## config.mk

```make
export PLATFORM = sky130hd
export DESIGN_NAME = board_display_scanner
export DESIGN_NICKNAME = d
export VERILOG_FILES = /design/src/rtl/board_display_scanner.sv
export SDC_FILE = /design/constraint.sdc
export NUM_CORES = 1
export LEC_CHECK = 0
export CORE_MARGIN = 2
export CORE_UTILIZATION = 59
export DETAILED_ROUTE_END_ITERATION = 6
export PLACE_DENSITY = 0.83
export SLEW_MARGIN = 20
export SYNTH_ARGS = -nofsm -noshare
export SYNTH_HDL_FRONTEND = slang
export SYNTH_SLANG_ARGS = --single-unit
```

## constraint.sdc

```tcl
create_clock -name clk -period 5.7 [get_ports clk]
set_clock_uncertainty 0.1 [all_clocks]
set_input_delay 0.57 -clock clk [delete_from_list [all_inputs] [get_ports clk]]
set_output_delay 0.57 -clock clk [all_outputs]
set_load 0.05 [all_outputs]
```

## src/rtl/board_display_scanner.sv

```systemverilog
// board_display_scanner: reads the game core's 8x8 board and serialises a
// cursor row plus every cell into a 595-style shift-register chain.
// Optional feature macro: BLINK_ON_WIN_EN (blanks every other frame after a win).
//
// state  | meaning
// -------+---------------------------------------------------------------
// IDLE   | waiting for enable; snapshots cursor/player/game_over on exit
// CURSOR | shifting 16 cursor bits (2 per column, MSB first)
// FETCH  | board address held for RD_LAT cycles, cell_data captured on last
// SHIFT  | shifting the 2 captured cell bits, address still held
// LATCH  | latch high, sclk low, for CLK_DIV cycles
module board_display_scanner #(
    parameter int ROWS     = 8,
    parameter int COLS     = 8,
    parameter int ROW_BITS = 3,
    parameter int COL_BITS = 3,
    parameter int CLK_DIV  = 2,
    parameter int RD_LAT   = 1
) (
    input  logic                clk,
    input  logic                rst,
    input  logic                enable,
    input  logic [1:0]          cell_data,
    input  logic [2:0]          current_col,
    input  logic [1:0]          current_player,
    input  logic                game_over,
    output logic [ROW_BITS-1:0] row_read,
    output logic [COL_BITS-1:0] col_read,
    output logic                sclk,
    output logic                sdo,
    output logic                latch,
    output logic                frame_done
);

    typedef enum logic [2:0] {
        S_IDLE,
        S_CURSOR,
        S_FETCH,
        S_SHIFT,
        S_LATCH
    } state_t;

    localparam logic [3:0]          HALF_M1 = 4'(CLK_DIV - 1);
    localparam logic [3:0]          LAT_M1  = 4'(RD_LAT - 1);
    localparam logic [ROW_BITS-1:0] ROW_MAX = ROW_BITS'(ROWS - 1);
    localparam logic [COL_BITS-1:0] COL_MAX = COL_BITS'(COLS - 1);

    state_t              state_q, state_d;
    logic [3:0]          tmr_q, tmr_d;
    logic [3:0]          bit_cnt_q, bit_cnt_d;
    logic [ROW_BITS-1:0] row_q, row_d;
    logic [COL_BITS-1:0] col_q, col_d;
    logic                sclk_q, sclk_d;
    logic                sdo_q, sdo_d;
    logic                latch_q, latch_d;
    logic                frame_done_q, frame_done_d;
    logic [2:0]          snap_col_q, snap_col_d;
    logic [1:0]          snap_player_q, snap_player_d;
    logic                blank_q, blank_d;
    logic                lsb_q, lsb_d;
    logic                tick;
    logic                toggle_q;

    // Cursor bit idx: column idx[3:1], MSB first within the column.
    function automatic logic cursor_bit(input logic [3:0] idx, input logic [2:0] col,
                                        input logic [1:0] pl, input logic blank);
        logic [1:0] v;
        v = (idx[3:1] == col) ? pl : 2'b00;
        return blank ? 1'b0 : (idx[0] ? v[0] : v[1]);
    endfunction

    assign tick = (tmr_q == 4'd0);

`ifdef BLINK_ON_WIN_EN
    logic toggle_d;

    // Frame toggle flips on each frame completion.
    always_comb begin
        toggle_d = toggle_q;
        if (state_q == S_LATCH && tick) toggle_d = ~toggle_q;
    end

    // Toggle register.
    always_ff @(posedge clk or posedge rst) begin
        if (rst) toggle_q <= 1'b0;
        else     toggle_q <= toggle_d;
    end
`else
    assign toggle_q = 1'b0;
`endif

    // Next-state and next-output logic for the scan FSM.
    always_comb begin
        state_d       = state_q;
        tmr_d         = tmr_q;
        bit_cnt_d     = bit_cnt_q;
        row_d         = row_q;
        col_d         = col_q;
        sclk_d        = sclk_q;
        sdo_d         = sdo_q;
        latch_d       = latch_q;
        frame_done_d  = 1'b0;
        snap_col_d    = snap_col_q;
        snap_player_d = snap_player_q;
        blank_d       = blank_q;
        lsb_d         = lsb_q;
        case (state_q)
            S_IDLE: begin
                sclk_d  = 1'b0;
                latch_d = 1'b0;
                if (enable) begin
                    state_d       = S_CURSOR;
                    snap_col_d    = current_col;
                    snap_player_d = current_player;
                    blank_d       = game_over & toggle_q;
                    bit_cnt_d     = 4'd0;
                    tmr_d         = HALF_M1;
                    sdo_d         = cursor_bit(4'd0, current_col, current_player,
                                               game_over & toggle_q);
                end
            end
            S_CURSOR: begin
                if (!tick) begin
                    tmr_d = tmr_q - 4'd1;
                end else if (!sclk_q) begin
                    sclk_d = 1'b1;
                    tmr_d  = HALF_M1;
                end else begin
                    sclk_d = 1'b0;
                    if (bit_cnt_q == 4'd15) begin
                        state_d = S_FETCH;
                        row_d   = '0;
                        col_d   = '0;
                        tmr_d   = LAT_M1;
                    end else begin
                        bit_cnt_d = bit_cnt_q + 4'd1;
                        tmr_d     = HALF_M1;
                        sdo_d     = cursor_bit(bit_cnt_q + 4'd1, snap_col_q,
                                               snap_player_q, blank_q);
                    end
                end
            end
            S_FETCH: begin
                if (!tick) begin
                    tmr_d = tmr_q - 4'd1;
                end else begin
                    state_d   = S_SHIFT;
                    lsb_d     = cell_data[0];
                    sdo_d     = cell_data[1] & ~blank_q;
                    bit_cnt_d = 4'd0;
                    tmr_d     = HALF_M1;
                    sclk_d    = 1'b0;
                end
            end
            S_SHIFT: begin
                if (!tick) begin
                    tmr_d = tmr_q - 4'd1;
                end else if (!sclk_q) begin
                    sclk_d = 1'b1;
                    tmr_d  = HALF_M1;
                end else begin
                    sclk_d = 1'b0;
                    if (!bit_cnt_q[0]) begin
                        bit_cnt_d = 4'd1;
                        sdo_d     = lsb_q & ~blank_q;
                        tmr_d     = HALF_M1;
                    end else if (row_q == ROW_MAX && col_q == COL_MAX) begin
                        state_d = S_LATCH;
                        latch_d = 1'b1;
                        sdo_d   = 1'b0;
                        tmr_d   = HALF_M1;
                    end else begin
                        state_d = S_FETCH;
                        tmr_d   = LAT_M1;
                        if (col_q == COL_MAX) begin
                            col_d = '0;
                            row_d = row_q + 1'b1;
                        end else begin
                            col_d = col_q + 1'b1;
                        end
                    end
                end
            end
            S_LATCH: begin
                sclk_d = 1'b0;
                if (!tick) begin
                    tmr_d = tmr_q - 4'd1;
                end else begin
                    latch_d      = 1'b0;
                    frame_done_d = 1'b1;
                    state_d      = S_IDLE;
                end
            end
            default: state_d = S_IDLE;
        endcase
    end

    // State, counters and registered outputs.
    always_ff @(posedge clk or posedge rst) begin
        if (rst) begin
            state_q       <= S_IDLE;
            tmr_q         <= 4'd0;
            bit_cnt_q     <= 4'd0;
            row_q         <= '0;
            col_q         <= '0;
            sclk_q        <= 1'b0;
            sdo_q         <= 1'b0;
            latch_q       <= 1'b0;
            frame_done_q  <= 1'b0;
            snap_col_q    <= 3'd0;
            snap_player_q <= 2'd0;
            blank_q       <= 1'b0;
            lsb_q         <= 1'b0;
        end else begin
            state_q       <= state_d;
            tmr_q         <= tmr_d;
            bit_cnt_q     <= bit_cnt_d;
            row_q         <= row_d;
            col_q         <= col_d;
            sclk_q        <= sclk_d;
            sdo_q         <= sdo_d;
            latch_q       <= latch_d;
            frame_done_q  <= frame_done_d;
            snap_col_q    <= snap_col_d;
            snap_player_q <= snap_player_d;
            blank_q       <= blank_d;
            lsb_q         <= lsb_d;
        end
    end

    assign row_read   = row_q;
    assign col_read   = col_q;
    assign sclk       = sclk_q;
    assign sdo        = sdo_q;
    assign latch      = latch_q;
    assign frame_done = frame_done_q;

endmodule
```

==> metrics.txt <==
# TYPE chip_impl_metric gauge
chip_impl_info{name="run_status",value="complete, no violations"} 1
chip_impl_metric{name="fp.coreArea",unit="um^2"} 2780
chip_impl_metric{name="final_design_area_no_fill",unit="um^2"} 1960
chip_impl_info{name="holdPathEnd",value="snap_player_q[1]"} 1
chip_impl_metric{name="final_hold_violating_endpoints",unit=""} 0
chip_impl_metric{name="numCtsBuffers",unit=""} 3
chip_impl_metric{name="synth.net_count",unit=""} 190
chip_impl_metric{name="stdcell_count",unit=""} 218
chip_impl_info{name="min_path_type",value="register to register"} 1
chip_impl_metric{name="yosys_top_cell_area_share",unit="%"} 38.7
chip_impl_metric{name="vdd_ir_drop_max",unit="uV"} 249
chip_impl_metric{name="detail_route.vias_per_cell",unit=""} 6.74
chip_impl_metric{name="drt-wirelength-per-cell",unit="um"} 18.5
chip_impl_info{name="worstSetupPathType",value="register to register"} 1
chip_impl_metric{name="power_per_cell_area",unit="nW/um^2"} 379
chip_impl_metric{name="yosysSeqAreaShare",unit="%"} 38.7
chip_impl_metric{name="fin_crit_sh",unit="%"} 41.5
chip_impl_metric{name="ctsHtreeMaxLevel",unit=""} 1
chip_impl_metric{name="combinationalPowerShare",unit="%"} 49.1
chip_impl_metric{name="post_cts_resized",unit=""} 0
chip_impl_metric{name="synth_cells",unit=""} 172
chip_impl_metric{name="floorplan.initialDensity",unit="%"} 62.8
chip_impl_metric{name="routability_congestion_estimate_from_global_placement",unit=""} 0.955
chip_impl_metric{name="drt-pass1-iter-count",unit=""} 4
chip_impl_metric{name="dieWidth",unit="um"} 58.4
chip_impl_metric{name="post_synth_instance_area",unit="um^2"} 1750
chip_impl_metric{name="clock_latency_late_sink",unit="ps"} 330
chip_impl_metric{name="clock_power_share",unit="%"} 11.7
chip_impl_metric{name="dp_slack",unit="ps"} 3410
chip_impl_info{name="worst_hold_launch",value="snap_player_q[1]"} 1
chip_impl_metric{name="placement_rows",unit=""} 19
chip_impl_metric{name="cts_hold_repair.buffers",unit=""} 0
chip_impl_metric{name="fraction_of_layout_instances_using_a_drive_strength_above_1",unit="%"} 12.3
chip_impl_metric{name="finalSetupViolCount",unit=""} 0
chip_impl_metric{name="floorplan.io_pins",unit=""} 21
chip_impl_metric{name="sequentialPowerShare",unit="%"} 39.2
chip_impl_metric{name="synth.yosys.warnings",unit=""} 0
chip_impl_info{name="layout_commonest_cell",value="sky130_fd_sc_hd__dfrtp_1"} 1
chip_impl_metric{name="netSwitchingPower",unit="uW"} 330
chip_impl_info{name="worst_r2r_endpoint",value="bit_cnt_q[3]"} 1
chip_impl_metric{name="place.detailed.hpwl",unit="um"} 2980
chip_impl_metric{name="total_instance_count_after_detailed_placement",unit=""} 214
chip_impl_metric{name="power.share.switching",unit="%"} 44.5
chip_impl_metric{name="finalWorstSetupSlack",unit="ps"} 3330
chip_impl_metric{name="drt.antenna.violating_nets",unit=""} 0
chip_impl_metric{name="worst_ep_required_time",unit="ps"} 5840
chip_impl_metric{name="timing.final.max_slew_violations",unit=""} 0
chip_impl_metric{name="reg2reg_setup_slack",unit="ps"} 3330
chip_impl_metric{name="worst-path-max-fanout",unit=""} 8
chip_impl_metric{name="tightestPinTransition",unit="ps"} 974
chip_impl_metric{name="fmax",unit="MHz"} 423
chip_impl_metric{name="total_leakage_power",unit="nW"} 0.871
chip_impl_metric{name="global_route.overflow_total",unit=""} 0
chip_impl_metric{name="final_critical_path_required_period",unit="ps"} 2370
chip_impl_metric{name="slew_headroom",unit="%"} 34.7
chip_impl_info{name="ctsRootBufferMaster",value="sky130_fd_sc_hd__clkbuf_4"} 1
chip_impl_metric{name="synth_cell_type_count",unit=""} 53
chip_impl_metric{name="cts_setup_buffers",unit=""} 0
chip_impl_metric{name="post_synth.cell_area_avg",unit="um^2"} 10.1
chip_impl_info{name="grt_setup_unrepaired",value="false"} 1
chip_impl_metric{name="drtIter0Drc",unit=""} 94
chip_impl_metric{name="syn_to_final_growth",unit="%"} 12.0
chip_impl_metric{name="clock-sinks",unit=""} 27
chip_impl_metric{name="drv.max_cap_violation_count",unit=""} 0
chip_impl_metric{name="num_vias",unit=""} 1470
chip_impl_metric{name="portBuffers",unit=""} 19
chip_impl_info{name="clock_tree_from_tritoncts",value="built"} 1
chip_impl_info{name="commonest_register_cell_after_synthesis",value="sky130_fd_sc_hd__dfrtp_1"} 1
chip_impl_metric{name="groute.usage.overall",unit="%"} 26.0
chip_impl_info{name="layout.cells.most_common_list",value="sky130_fd_sc_hd__dfrtp_1 (27), sky130_fd_sc_hd__clkdlybuf4s50_1 (19), sky130_fd_sc_hd__inv_1 (12)"} 1
chip_impl_metric{name="internal_power",unit="uW"} 412
chip_impl_metric{name="place_area",unit="um^2"} 1930
chip_impl_info{name="post_synth_main_area_contributors",value="sky130_fd_sc_hd__dfrtp_1 (39%), sky130_fd_sc_hd__mux2_2 (5.2%), sky130_fd_sc_hd__ha_1 (5.0%), sky130_fd_sc_hd__mux2i_1 (4.6%), sky130_fd_sc_hd__nor3b_2 (2.9%)"} 1
chip_impl_metric{name="cell_depth_of_the_worst_hold_path",unit=""} 1
chip_impl_metric{name="synthArstFlopShare",unit="%"} 100
chip_impl_info{name="yosysTopAreaCell",value="sky130_fd_sc_hd__dfrtp_1"} 1
chip_impl_metric{name="ys_ff_latch",unit=""} 27
chip_impl_metric{name="layout.nets",unit=""} 206
chip_impl_metric{name="die_h",unit="um"} 58.4
chip_impl_info{name="critPathCaptureType",value="register"} 1
chip_impl_metric{name="path_clk_slew",unit="ps"} 150
chip_impl_metric{name="timing.setup.tns",unit="ps"} 0
chip_impl_metric{name="synth-edff-count",unit=""} 0
chip_impl_metric{name="grt_antenna_before_repair",unit=""} 0
chip_impl_metric{name="dieArea",unit="um^2"} 3410
chip_impl_metric{name="critPathArrivalTime",unit="ps"} 2500
chip_impl_info{name="worstSetupStartpoint",value="tmr_q[0]"} 1
chip_impl_metric{name="maximum_number_of_pins_on_one_net_before_global_route_repair",unit=""} 28
chip_impl_info{name="critPathLaunchType",value="register"} 1
chip_impl_metric{name="cts_buffer_depth",unit=""} 2
chip_impl_metric{name="detail_route.drc_violations",unit=""} 0
chip_impl_info{name="rr_startpoint",value="tmr_q[0]"} 1
chip_impl_metric{name="worstRegToRegCells",unit=""} 6
chip_impl_metric{name="drt_wl_total",unit="um"} 4040
chip_impl_metric{name="diodes",unit=""} 0
chip_impl_metric{name="first_global_vias",unit=""} 1446
chip_impl_metric{name="first_pass_grt_wire_length",unit="um"} 6950
chip_impl_metric{name="fin_hold_ws",unit="ps"} 434
-- power groups by stage --
| stage | clock network, mW | registers [mW] | logic (mW) |
|---|---|---|---|
| CTS | 0.0870 | 0.289 | 0.361 |
| detailed placement | 0 | 0.294 | 0.358 |
| global placement | 0 | 0.288 | 0.339 |
| global route | 0.0936 | 0.297 | 0.397 |
| floorplan | 0 | 0.310 | 0.254 |
| finish | 0.0866 | 0.291 | 0.364 |
-- flip-flops by register name, summed over array words and instances (netlist names) --
| register | count |
|---|---|
| state_q | 3 |
| frame_done | 1 |
| sclk | 1 |
| snap_col_q | 3 |
| col_read | 3 |
| snap_player_q | 2 |
| bit_cnt_q | 4 |
| lsb_q | 1 |
| sdo | 1 |
| row_read | 3 |
| tmr_q | 4 |
| latch | 1 |
-- area by class of cell --
| cell class | instances | area [um^2] |
|---|---|---|
| Clock buffer | 4 | 26.3 |
| Inverter | 13 | 48.8 |
| Multi-Input combinational cell | 124 | 976 |
| Tap cell | 31 | 38.8 |
| Sequential cell | 27 | 676 |
| Timing Repair Buffer | 19 | 190 |
| Fill cell | 196 | 826 |
-- critical path, cell delays in order, from the launching register on --
cell	delay, ps
sky130_fd_sc_hd__dfrtp_1	450
sky130_fd_sc_hd__inv_1	130
sky130_fd_sc_hd__ha_1	190
sky130_fd_sc_hd__or3b_1	520
sky130_fd_sc_hd__a32oi_4	360
sky130_fd_sc_hd__o211ai_2	200
sky130_fd_sc_hd__a211o_1	320
-- metrics by stage --
stage / utilization [%] / power, mW
final: 70.3 / 0.742
after global routing: 70.3 / 0.787
after CTS: 70.3 / 0.737
after detailed placement: 69.4 / 0.652
after global placement: 69.4 / 0.627
after floorplan: - / 0.563
-- logic make-up after synthesis --
| group | after synthesis | share of synthesized area (%) |
|---|---|---|
| buf+inv | 21 | 5.38 |
| compound gates | 37 | 17.1 |
| mux | 16 | 9.75 |
| xor+xnor | 6 | 3.01 |
| flops | 27 | 38.7 |
| simple gates | 56 | 19.9 |
| fa+ha+maj | 9 | 6.16 |
-- layer usage --
layer / global-route usage, % / vias to the layer above / routed length, um
met2: 44.5 / 77 / 1970
met3: 3.52 / 16 / 297
met5: 0 / - / 0
li1: - / 663 / -
met1: 34.7 / 714 / 1660
met4: 6.64 / 0 / 111
-- Yosys cell counts, drive strengths merged, types with 2 or more instances --
| cell type | instances |
|---|---|
| dfrtp | 27 |
| inv | 13 |
| nand2 | 10 |
| mux2 | 8 |
| mux2i | 8 |
| nand3 | 8 |
| nor3 | 8 |
| ha | 7 |
| a21oi | 6 |
| o21ai | 6 |
| a32oi | 5 |
| buf | 5 |
| nor2 | 5 |
| and3 | 4 |
| nor3b | 4 |
| xnor2 | 4 |
| a31oi | 3 |
| clkbuf | 3 |
| nand3b | 3 |
| nor2b | 3 |
| a211oi | 2 |
| maj3 | 2 |
| o22ai | 2 |
| or3b | 2 |
| xor2 | 2 |
-- worst max path at each step --
stage                     cells past startpoint  slack [ps]           end
after floorplan                               7        3680  bit_cnt_q[3]
after global placement                        6        3500  bit_cnt_q[3]
after detailed placement                      6        3410  bit_cnt_q[3]
after CTS                                     6        3360  bit_cnt_q[3]
after global routing                          6        3250   col_read[0]
final                                         6        3330  bit_cnt_q[3]
(Power assumes the default switching activity.)
